===== src/rtl/dcm_lock_supervisor.sv =====
// dcm_lock_supervisor: sequences the DCM reset, qualifies lock, then releases the active-low system reset.
// Latency: lockedIn reaches the FSM after a 2-flop synchronizer; every output is registered (changes with state).
// No flow control: a lock timeout or a lock loss during hold triggers a retry; the FSM parks in FAIL when retries run out.
module dcm_lock_supervisor #(
  parameter int RST_PULSE    = 4,
  parameter int LOCK_TIMEOUT = 65536,
  parameter int HOLD_CYCLES  = 1024,
  parameter int MAX_RETRY    = 7
) (
  input  logic        clk,
  input  logic        rst,
  input  logic        lockedIn,
  output logic        dcmRst,
  output logic        sysRstn,
  output logic [2:0]  state,
  output logic [2:0]  retryCount,
  output logic [15:0] unlockCount,
  output logic        fail
);

  typedef enum logic [2:0] {
    RESET_DCM = 3'd0,
    WAIT_LOCK = 3'd1,
    HOLD      = 3'd2,
    RUN       = 3'd3,
    FAIL      = 3'd4
  } state_t;

  // Terminal counts: cnt is cleared on every state change, so each is "cycles in state - 1".
  localparam logic [31:0] PULSE_LAST   = 32'(RST_PULSE - 1);
  localparam logic [31:0] TIMEOUT_LAST = 32'(LOCK_TIMEOUT - 1);
  localparam logic [31:0] HOLD_LAST    = 32'(HOLD_CYCLES - 1);
  localparam logic [2:0]  RETRY_LIMIT  = 3'(MAX_RETRY);

  state_t      cur;
  state_t      nxt;
  logic        sync1;
  logic        lock_s;
  logic [31:0] cnt;
  logic        retry_inc;
  logic        retry_clr;
  logic        unlock_inc;
  logic [2:0]  retry_next;

  assign retry_next = retryCount + 3'd1;
  assign state      = cur;

  // Bring the asynchronous DCM lock into the clk domain.
  always_ff @(posedge clk) begin
    if (rst) begin
      sync1  <= 1'b0;
      lock_s <= 1'b0;
    end else begin
      sync1  <= lockedIn;
      lock_s <= sync1;
    end
  end

  // Next-state decode plus the counter update requests for this transition.
  always_comb begin
    nxt        = cur;
    retry_inc  = 1'b0;
    retry_clr  = 1'b0;
    unlock_inc = 1'b0;
    case (cur)
      RESET_DCM: begin
        if (cnt == PULSE_LAST) nxt = WAIT_LOCK;
      end
      WAIT_LOCK: begin
        // Lock is checked first so it wins over a coincident timeout.
        if (lock_s) begin
          nxt = HOLD;
        end else if (cnt == TIMEOUT_LAST) begin
          retry_inc = 1'b1;
          nxt       = (retry_next == RETRY_LIMIT) ? FAIL : RESET_DCM;
        end
      end
      HOLD: begin
        if (!lock_s) begin
          retry_inc = 1'b1;
          nxt       = (retry_next == RETRY_LIMIT) ? FAIL : RESET_DCM;
        end else if (cnt == HOLD_LAST) begin
          retry_clr = 1'b1;
          nxt       = RUN;
        end
      end
      RUN: begin
        if (!lock_s) begin
          unlock_inc = 1'b1;
          nxt        = RESET_DCM;
        end
      end
      FAIL: begin
        nxt = FAIL;
      end
      default: begin
        nxt = RESET_DCM;
      end
    endcase
  end

  // State register and the shared per-state cycle counter.
  always_ff @(posedge clk) begin
    if (rst) begin
      cur <= RESET_DCM;
      cnt <= 32'd0;
    end else begin
      cur <= nxt;
      cnt <= (nxt != cur) ? 32'd0 : cnt + 32'd1;
    end
  end

  // Outputs are decoded from the next state so they move on the same edge as the state.
  always_ff @(posedge clk) begin
    if (rst) begin
      dcmRst  <= 1'b1;
      sysRstn <= 1'b0;
      fail    <= 1'b0;
    end else begin
      dcmRst  <= (nxt == RESET_DCM);
      sysRstn <= (nxt == RUN);
      fail    <= (nxt == FAIL);
    end
  end

  // Retry and lock-loss statistics; unlockCount saturates rather than wrapping.
  always_ff @(posedge clk) begin
    if (rst) begin
      retryCount  <= 3'd0;
      unlockCount <= 16'd0;
    end else begin
      if (retry_clr) begin
        retryCount <= 3'd0;
      end else if (retry_inc) begin
        retryCount <= retry_next;
      end
      if (unlock_inc && (unlockCount != 16'hFFFF)) begin
        unlockCount <= unlockCount + 16'd1;
      end
    end
  end

endmodule


===== config.mk =====
export PLATFORM = sky130hd
export DESIGN_NAME = dcm_lock_supervisor
export DESIGN_NICKNAME = d
export VERILOG_FILES = /design/src/rtl/dcm_lock_supervisor.sv
export SDC_FILE = /design/constraint.sdc
export NUM_CORES = 1
export LEC_CHECK = 0
export BUFFER_PORTS_ARGS = -buffer_cell sky130_fd_sc_hd__buf_2
export CORE_UTILIZATION = 45
export DETAILED_ROUTE_END_ITERATION = 16
export GPL_ROUTABILITY_DRIVEN = 0
export PLACE_DENSITY_LB_ADDON = 0.2
export SYNTH_ARGS = -nofsm -noshare
export SYNTH_HDL_FRONTEND = slang
export SYNTH_SLANG_ARGS = --single-unit

===== constraint.sdc =====
create_clock -name clk -period 2.45 [get_ports clk]
set_clock_uncertainty 0.1 [all_clocks]
set_input_delay 0.245 -clock clk [delete_from_list [all_inputs] [get_ports clk]]
set_output_delay 0.245 -clock clk [all_outputs]
set_load 0.03 [all_outputs]

==> results.tsv <==
metric	value	unit
outcome	finished clean	
synth_ff_type	dfxtp_1	
cts_max_level	3	
synth_area_leaders	dfxtp_1, xnor2_1, nor2_1, nor3_1, xor2_1	
cts.sinks	59	
dieArea	0.00663	sq mm
synth-seq-area-share	41.6	%
grt_pass1_wl	10100	um
vias_per_cell	5.57	
cts.clk_slew.worst_paths	60	ps
internal_power	0.00146	W
grt_max_degree	33	
maxCapViolCount	0	
ys_top_cells_by_count	dfxtp_1, nor2_1, xnor2_1	
grt_pass1_vias	2262	
hold_violations	0	
cts_buffers	9	
initial_core_util	47.4	%
worstMarginPinSlew	539	ps
synthArstFlopShare	0	%
ir_worst_vdd	0.413	mV
die_x	81.4	um
cp-start-kind	flip-flop	
num_vias	2444	
synth_edf_count	0	
layout-drive-gt1-share	15.1	%
diodes	0	
cts_tree	built	
p_sw	0.000433	W
p_clk_share	42.3	%
io_pins	28	
syn_area_per_cell	8.60	sq um
fin_nets	369	
power_per_cell_area	585	mW/mm^2
critPathBufInv	1	
period_minus_slack	2170	ps
drv_slew	0	
crit_path_max_fanout	12	
setup_viol	0	
cts.path.max_buffers	2	
p_comb_share	5.6	%
fin_util	54.1	%
synth.most_common_cell	dfxtp_1	
rows	28	
io_buffers	27	
drc	0	
power_leakage	1.15	nW
path_cells	or4_2 > nor3_1 > o211ai_1 > a22oi_1 > buf_4 > nor3_1	
cp_top_family	simple AND/OR/NAND/NOR gates	
yosys.area.top_type	dfxtp_1	
synth_top_area_share	41.6	%
power	0.00189	W
ant_nets	0	
core_area	0.00599	sq mm
period_share	88.4	%
drt_first_pass_iters	4	
cpMostUsedCell	nor3_1	
clk_latency	330	ps
min_path_type	in2reg	
synth_nets	337	
max_freq	0.462	GHz
cts_hold_buf	0	
slowest_stage	or4_2	
ys_ff_latch	59	
required	2570	ps
dp_hpwl	4030	um
max_stage_delay	680	ps
fill_cells	553	
syn_to_final_growth	14.1	%
wire_per_inst	13.1	um
cts.repair.resized	0	
syn_area	0.00284	sq mm
grt_overflow	0	
slew_headroom	64.1	%
p_seq_share	52.2	%
cp-end-kind	flip-flop	
groute.usage.overall	20.0	%
netlist-cell-type-count	45	
postCtsSetupRepairBufs	0	
syn_inst	330	
switching_share	22.9	%
drt_iter0_drc	92	
root_buffer	clkbuf_8	
rsz0062_at_grt	false	
critPathKind	reg2reg	
routed_wl	5770	um
yosysWarnings	0	
tns	0	ps
cp.arrival	2280	ps
grt_antenna_before_repair	0	
worst_hold_slack	21.0	ps
die_h	81.4	um
cell type report:
cell class	count	area [sq um]	area share (%)
inverters	6	22.5	0.695
well taps	75	93.8	2.90
repair buffers	34	200	6.18
flip-flops and latches	59	1180	36.5
clock buffers	9	124	3.82
clock inverters	4	45.0	1.39
multi-input cells	252	1570	48.6
state kept, by name, summed over array words and instances, names as in the netlist:
| signal | cells |
|---|---|
| retryCount | 3 |
| sync1 | 1 |
| unlockCount | 16 |
| cnt | 32 |
| dcmRst | 1 |
| fail | 1 |
| sysRstn | 1 |
| lock_s | 1 |
| state | 3 |
path summary, 6_finish.rpt:
kind / end / slack, ps / depth (start not counted) / startpoint
max: cnt[7] / 280 / 6 / cnt[14]
min: sync1 / 20 / 2 / lockedIn
max reg2reg: cnt[7] / 280 / 6 / cnt[14]
min reg2reg: lock_s / 350 / 1 / sync1
routing by layer:
layer  part of all wire (%)  GRT usage, %  wire (um)
met1                     49          25.1       2820
met2                     46          31.8       2630
met3                    4.3          6.11        247
met4                    1.2          7.86         72
met5                      0             0          0
stage by stage:
stage | cell area [sq um] | setup WS [ps] | std cells
final | 3240 | 285 | 439
after global routing | 3240 | 78.2 | 439
after CTS | 3240 | 285 | 439
after detailed placement | 3070 | 297 | 426
after global placement | 3070 | 318 | 426
after floorplan | 2840 | 332 | 330
placed cells by master, fill, tap and decap left out, types with 2 or more instances in the layout:
| cell type | n |
|---|---|
| xor2_1 | 11 |
| nor4b_1 | 5 |
| nor4_1 | 12 |
| o21ai_0 | 9 |
| clkbuf_8 | 9 |
| or3_1 | 5 |
| and3_1 | 9 |
| nand3_1 | 15 |
| nand4_1 | 11 |
| nand2_1 | 20 |
| nor2b_1 | 5 |
| buf_4 | 6 |
| and4_1 | 6 |
| and3_2 | 3 |
| buf_2 | 27 |
| nor2_1 | 40 |
| xnor2_1 | 30 |
| nor3b_1 | 6 |
| nand3b_1 | 3 |
| inv_1 | 6 |
| o211ai_1 | 2 |
| ha_1 | 4 |
| a21oi_1 | 8 |
| dfxtp_1 | 59 |
| o21a_1 | 2 |
| clkinv_2 | 3 |
| nor3_1 | 25 |
| a21boi_0 | 3 |
power groups by stage:
stage	combinational [W]	sequential, W	clock (W)
3_5_place_dp	0.000107	0.00101	0
2_1_floorplan	0.0000695	0.00101	0
3_3_place_gp	0.000106	0.00101	0
4_1_cts	0.000107	0.000988	0.000833
6_report	0.000106	0.000988	0.000801
5_1_grt	0.000120	0.000991	0.000864
cell families (layout without fill, tap and decap cells):
kind of cell | count (synthesis) | after routing | share of synthesized area, %
compound gates | 32 | 32 | 7.14
xor+xnor | 41 | 41 | 12.6
fa+ha+maj | 4 | 4 | 1.76
buf+inv | 19 | 53 | 3.00
flops | 59 | 59 | 41.6
simple gates | 175 | 175 | 33.8
Note: power is estimated with default switching activity, not from simulation.
